==> src/rtl/toggle_dec_pkg.sv <==
// Shared types and default parameters for the toggle event decoder.
package toggle_dec_pkg;

    typedef enum logic {
        INIT = 1'b0,
        RUN  = 1'b1
    } state_t;

    localparam int SYNC_STAGES_D = 2;
    localparam int PEND_W_D      = 4;
    localparam int CNT_W_D       = 16;

endpackage

==> src/rtl/toggle_event_decoder_sync_chain.sv <==
// Multi-flop synchronizer bringing an asynchronous level into the clk domain.
module sync_chain #(
    parameter int STAGES = 2
) (
    input  logic clk,
    input  logic reset,
    input  logic d,
    output logic q
);

    logic [STAGES-1:0] chain;

    // Shift the raw level through STAGES flops; only the last one is used downstream
    always_ff @(posedge clk or posedge reset) begin
        if (reset) begin
            chain <= '0;
        end else begin
            chain <= {chain[STAGES-2:0], d};
        end
    end

    assign q = chain[STAGES-1];

endmodule

==> src/rtl/toggle_event_decoder.sv <==
// Recovers events from a toggle line: synchronize, detect transitions,
// strobe one pulse per event, and buffer events as credits for a consumer.
module toggle_event_decoder
    import toggle_dec_pkg::*;
#(
    parameter int SYNC_STAGES = SYNC_STAGES_D,
    parameter int PEND_W      = PEND_W_D,
    parameter int CNT_W       = CNT_W_D
) (
    input  logic              clk,
    input  logic              reset,
    input  logic              tog_in,
    input  logic              clr,
    output logic              evt_pulse,
    output logic              evt_valid,
    input  logic              evt_ready,
    output logic [PEND_W-1:0] pending,
    output logic [CNT_W-1:0]  evt_count,
    output logic              overflow,
    output logic              busy_init
);

    localparam int                INIT_W    = $clog2(SYNC_STAGES + 1);
    localparam logic [INIT_W-1:0] INIT_LAST = INIT_W'(SYNC_STAGES);

    state_t              state;
    state_t              state_nxt;
    logic [INIT_W-1:0]   init_cnt;
    logic                sync_out;
    logic                prev;
    logic                run;
    logic                edge_det;
    logic                accept;
    logic                full;
    logic                drop;
    logic [PEND_W-1:0]   pend_nxt;

    sync_chain #(
        .STAGES (SYNC_STAGES)
    ) u_sync (
        .clk   (clk),
        .reset (reset),
        .d     (tog_in),
        .q     (sync_out)
    );

    // State register plus the INIT dwell counter that lets the synchronizer settle
    always_ff @(posedge clk or posedge reset) begin
        if (reset) begin
            state    <= INIT;
            init_cnt <= '0;
        end else begin
            state <= state_nxt;
            if (state == INIT && init_cnt != INIT_LAST) begin
                init_cnt <= init_cnt + INIT_W'(1);
            end
        end
    end

    // Leave INIT on its last edge; RUN is terminal until reset
    always_comb begin
        state_nxt = state;
        case (state)
            INIT:    if (init_cnt == INIT_LAST) state_nxt = RUN;
            RUN:     state_nxt = RUN;
            default: state_nxt = INIT;
        endcase
    end

    // State-decoded outputs
    always_comb begin
        busy_init = (state == INIT);
        run       = (state == RUN);
    end

    // Track the last synchronized level; in INIT this silently sets the baseline
    always_ff @(posedge clk or posedge reset) begin
        if (reset) begin
            prev <= 1'b0;
        end else begin
            prev <= sync_out;
        end
    end

    assign edge_det  = run && (sync_out != prev);
    assign evt_valid = (pending != '0);
    assign accept    = evt_valid && evt_ready;
    assign full      = (pending == {PEND_W{1'b1}});
    assign drop      = edge_det && !accept && full;

    // Credit arithmetic: an edge and an accept in the same cycle cancel out
    always_comb begin
        pend_nxt = pending;
        if (edge_det && !accept && !full) begin
            pend_nxt = pending + PEND_W'(1);
        end else if (!edge_det && accept) begin
            pend_nxt = pending - PEND_W'(1);
        end
    end

    // Event strobe, credit register, running total and sticky overflow (set beats clr)
    always_ff @(posedge clk or posedge reset) begin
        if (reset) begin
            evt_pulse <= 1'b0;
            pending   <= '0;
            evt_count <= '0;
            overflow  <= 1'b0;
        end else begin
            evt_pulse <= edge_det;
            pending   <= pend_nxt;
            if (clr) begin
                evt_count <= edge_det ? CNT_W'(1) : '0;
            end else if (edge_det) begin
                evt_count <= evt_count + CNT_W'(1);
            end
            if (drop) begin
                overflow <= 1'b1;
            end else if (clr) begin
                overflow <= 1'b0;
            end
        end
    end

endmodule

==> config.mk <==
export PLATFORM = sky130hd
export DESIGN_NAME = toggle_event_decoder
export DESIGN_NICKNAME = d
export VERILOG_FILES = /design/src/rtl/toggle_dec_pkg.sv /design/src/rtl/toggle_event_decoder_sync_chain.sv /design/src/rtl/toggle_event_decoder.sv
export SDC_FILE = /design/constraint.sdc
export NUM_CORES = 1
export LEC_CHECK = 0
export CORE_UTILIZATION = 48
export CTS_BUF_LIST = sky130_fd_sc_hd__clkbuf_8
export CTS_CLUSTER_SIZE = 25
export DETAILED_ROUTE_END_ITERATION = 7
export PLACE_DENSITY = 0.86
export SLEW_MARGIN = 20
export SYNTH_ARGS = -nofsm -noshare
export SYNTH_HDL_FRONTEND = slang
export SYNTH_HIERARCHICAL = 1
export SYNTH_SLANG_ARGS = --single-unit
==> constraint.sdc <==
create_clock -name clk -period 2.1 [get_ports clk]
set_input_delay 0.21 -clock clk [delete_from_list [all_inputs] [get_ports clk]]
set_output_delay 0.21 -clock clk [all_outputs]
set_load 0.02 [all_outputs]
# Yosys cells after proc, flatten, opt, wreduce, memory -nomap -nowiden
# Index checks and enable logic that the tools add are counted.
# word_totals
mem_bits_ro,0
in_bits,5
out_inout_bits,24
n_memories,0
regBits,28
latchBits,0
ram_bits,0
# classes
n_reduce_logical,14
magnitude_cmp,0
n_eq_ne,4
n_mux,9
multipliers,0
div_mod_pow,0
shifts,0
add_sub_neg,4
bitwise_logic,1
# ops
operator,count
16-bit two-way mux,2
16-bit by 1-bit adder with 16-bit output (second input constant),1
4-bit two-way mux,2
1-bit logical AND,7
2-bit nonzero test,3
4-bit by 1-bit adder with 4-bit output (second input constant),1
4-bit == test (second input constant),1
1-bit two-way mux,4
4-bit nonzero test,1
4-bit by 1-bit subtractor with 4-bit output (second input constant),1
1-bit logical NOT,3
2-bit by 1-bit adder with 2-bit output (second input constant),1
2-bit == test (second input constant),1
2-bit inequality test (second input constant),1
1-bit one-hot mux with 2 select lines,1
1-bit inequality test,1
1-bit inverter,1

# Depth between registers and ports, before layout
# depth
depth_word,6
ltp_mapped,9
mapped_depth_nobuf,9

# By module
# The synthesis kept the hierarchy.
# modules_own_cells
module,area_each_um2,seq_area_each_um2,n_inst,cells_per_inst
toggle_event_decoder,1448.9,650.6,1,153
sync_chain,53.8,50.0,1,3

# Least setup slack after synthesis
# OpenSTA, ideal clock, no wires.
# synth_path
kind,register -> register
from,reg pending[0]
to,reg pending[3]
setup_slack_ps,-491
path_buffers,0
path_stages_with_launch,10
setup_ps,128
t_required_ps,1972
arrival_ps,2463
path_cell_list,dfrtp_1 -> nor4_1 -> inv_1 -> nand2_1 -> nand3_1 -> ha_1 -> a21o_1 -> a21oi_1 -> mux2i_1 -> o2bb2ai_1
# synth_via
elab_chain_len,6
word_cells_on_any_way,13
# synth_lines
item,line,source
"start, declared",toggle_event_decoder.sv:17,"output logic [PEND_W-1:0] pending,"
"start signal, assigned",toggle_event_decoder.sv:110,pending <= pend_nxt;
4-bit nonzero test (*),toggle_event_decoder.sv:86,assign evt_valid = (pending != '0);
via evt_valid,toggle_event_decoder.sv:15,"output logic evt_valid,"
1-bit logical AND (*),toggle_event_decoder.sv:87,assign accept = evt_valid && evt_ready;
1-bit logical NOT,toggle_event_decoder.sv:94,if (edge_det && !accept && !full) begin
1-bit logical AND (2 in series),toggle_event_decoder.sv:94,
4-bit two-way mux or 2-bit nonzero test (tied branches),-,
# Mark *: on every way through the listed nets, which the timed path passes. The rest lies on a longest branch. The select of a mux whose other input is x is not followed.
# A chain may end at the register's enable or synchronous reset.

# Final worst setup path
# layout_path
from,reg pending[2]
to,reg pending[3]
# layout_via
elab_chain_len,6
word_cells_on_any_way,13
# layout_lines
item
branches (longest 6 deep; another with 4-bit by 1-bit subtractor with 4-bit output)
# Several ways; the timed one is not identified. The select of a mux whose other input is x is not followed.

==> impl_metrics.toml <==
[sta]
layout_setup_ws_ns = -0.01853
grt_setup_unrepaired = "yes"
layout_worst_path_cycle_share_pct = 100.9
slew_viol_final = 0
skew_ns = 0.006847
setup_viol = 1
max-slew-margin-rel_pct = 73.93
worst_pin_slew_ns = 0.3900
hold_viol = 0
fin_crit_ns = 2.119
fin_hold_ws_ns = 0.08890
max_freq_mhz = 472.0
setup_tns_ns = -0.01853

[pwr]
p_leak_nw = 0.8464
p_total_mw = 2.000
pwr-share-comb_pct = 44.4
pwr-share-seq_pct = 33.9
p_int_mw = 1.298
clockPowerShare_pct = 21.7
p_per_area_nw_per_um2 = 961.1
swShare_pct = 35.07
switching_power_mw = 0.7014
vdd_drop_max_uv = 800.5

[setup_path]
endpoint_kind = "flop"
path_class = "reg -> reg"
crit_path_top_delay_cell = "dfrtp_2"
max_stage_delay_ns = 0.43
arrival_ns = 2.29
worstSetupStartpointType = "flop"
worst-path-max-fanout = 3
critPathRequiredTime_ns = 2.27
crit_chain = "nor4_4 > inv_2 > nand2_4 > nand3_4 > ha_1 > a21o_1 > a21oi_2 > mux2i_1 > o2bb2ai_1"

[drt]
viasPerCell = 6.278
route.met2.wl_mm = 1.949
postRouteAntennaNets = 0
highest_layer = "met4"
vias = 1444
drc = 0
wirelength_met1_mm = 1.649
post_drt_wl_per_cell_um = 17.05
dr.pass1.iters = 7
wl_met3_um = 215
detail_route.iter0.violations = 66
drt-total-wl_mm = 3.922

[yosys]
yosys-mux-area-fraction_pct = 2.082
yosys.area_share.simple_pct = 19.23
synthTopCellsByCount = "dfrtp_1 (28), a21oi_1 (14), inv_1 (11)"
syn-num-nets = 166
synth_edf_count = 0
synth_area_per_cell_um2 = 9.633
syn_area_um2 = 1503
synth_ff_type = "dfrtp_1"
synthArstFlopShare_pct = 100.0
seq_area_frac_synth_pct = 46.63
synthXorXnorAreaFrac_pct = 7.494
synth_most_common_cell = "dfrtp_1"
yosysWarnings = 6
yosys-top-cells-area = "dfrtp_1 (47%), a21oi_1 (4.7%), xnor2_1 (4.1%), ha_1 (3.3%), nand4_1 (3.3%)"
ys_types = 34
synth_compound_area_share_pct = 15.32
synth_top_area_share_pct = 46.63
syn_inst = 156
yosysTopAreaCell = "dfrtp_1"
synth_seq_cells = 28
synth_top_family_by_area = "simple AND/OR/NAND/NOR gates"
synth_adder_area_share_pct = 4.663

[grt]
track_usage_pct = 25.35
grt.overflow.total = 0
grt_pass1_wl_mm = 6.520
antenna_found_initial = 0
grt_start_max_net_pins = 27
grt_pass1_vias = 1342

[clock_network]
clkSinkCount = 28
root_buffer = "clkbuf_8"
clk_pin_slew_ns = 0.09
cts_buffer_depth = 2
clk-insertion-delay-late_ns = 0.29
tritoncts = "yes"
numCtsBuffers = 3
cts.htree.levels = 1

[floorplan]
core_area_um2 = 2853
rows = 19
die-area_um2 = 3358
fp.dieH_um = 57.95
die_x_um = 57.95
start_util_pct = 52.68
io_pins = 29

[cells_and_area]
area_growth_pct = 38.47
n_antenna_cell = 0
drive_gt1_share_pct = 19.10
fin_area_um2 = 2081
nets = 210

[placed_design]
pre_cts_slack_ns = -0.02431
hpwlAfterDp_mm = 2.592
io_buffer_count = 28
routabilityCongestion = 0.8897
placedInstanceArea_um2 = 1929

[job]
cap_violations = 0

[status]
status = "finished with violations"
violations = "negative setup slack"

[hold_path]
hp-class = "in -> async"
==> state kept, by name (all words and copies together) (netlist names) <==
signal        flops
pending           4
prev              1
init_cnt          2
u_sync/chain      2
run               1
evt_pulse         1
overflow          1
evt_count        16
==> per-layer routing <==
layer,global-route usage (%),up-vias
met5,0,-
met4,9.524,0
met3,4.688,16
met2,39.90,70
met1,35.04,707
li1,-,651
==> worst paths after layout <==
path / startpoint / slack [ns] / to / cells past startpoint
worst min register to register: u_sync/chain[0] / 0.37 / u_sync/chain[1] / 0
worst max-delay path: pending[2] / -0.02 / pending[3] / 9
worst max register to register: pending[2] / -0.02 / pending[3] / 9
max in group asynchronous: reset / 1.53 / pending[1] / 3
worst min-delay path: reset / 0.09 / u_sync/chain[0] / 2
min in group clk: tog_in / 0.36 / u_sync/chain[0] / 1
==> power by group through the flow <==
| stage | registers [mW] | clock network (mW) | logic, mW |
|---|---|---|---|
| after global placement | 0.680 | 0 | 0.686 |
| after CTS | 0.678 | 0.437 | 0.802 |
| after floorplan | 0.777 | 0 | 0.333 |
| after detailed placement | 0.684 | 0 | 0.714 |
| final | 0.679 | 0.434 | 0.887 |
| after global routing | 0.683 | 0.454 | 0.942 |
==> cell type report <==
class | count | area [um^2]
fillers | 188 | 772.0
clock inverters | 1 | 30.03
clock buffers | 3 | 41.29
inverters | 11 | 41.29
flip-flops and latches | 28 | 704.4
well taps | 31 | 38.79
multi-input cells | 110 | 809.5
repair buffers | 46 | 415.4
==> cells in the final DEF, fill, tap and decap left out, types with 7 or more instances in the layout <==
master           instances
clkdlybuf4s50_1         28
dfrtp_1                 25
buf_4                   18
a21oi_1                 12
inv_1                   10
nand4_1                  8
nor2_1                   8
nand2_1                  8
o21ai_0                  7
==> cell families (layout without fill, tap and decap cells) <==
logic type | Yosys count | count (layout)
AO/OA/AOI/OAI | 37 | 37
XOR/XNOR | 12 | 12
adder cells (fa/ha/maj) | 5 | 5
buffers and inverters | 18 | 61
flip-flops | 28 | 28
multiplexers | 3 | 3
AND/OR/NAND/NOR | 53 | 53
==> through the flow <==
| step | utilization, % | instances |
|---|---|---|
| after floorplan | - | 156 |
| after global placement | 67.63 | 222 |
| after detailed placement | 67.63 | 222 |
| after CTS | 72.02 | 228 |
| after global routing | 72.94 | 230 |
| final | 72.94 | 230 |
==> critical path: cells and delay by family (launching register included) <==
kind            cells  cell delay (ns)
compound gates      3             0.45
fa+ha+maj           1             0.32
buf+inv             1             0.08
flops               1             0.43
mux                 1             0.24
simple gates        3             0.48
==> timing repair <==
action / 4_1_cts / 5_1_grt
hold buffers: 0 / 0
resized for setup: 6 / 2
setup endpoints to repair: 3 / 3
pin swaps: 5 / 3
buffers inserted: 2 / 2
No activity file was read; power rests on OpenSTA's default activity.
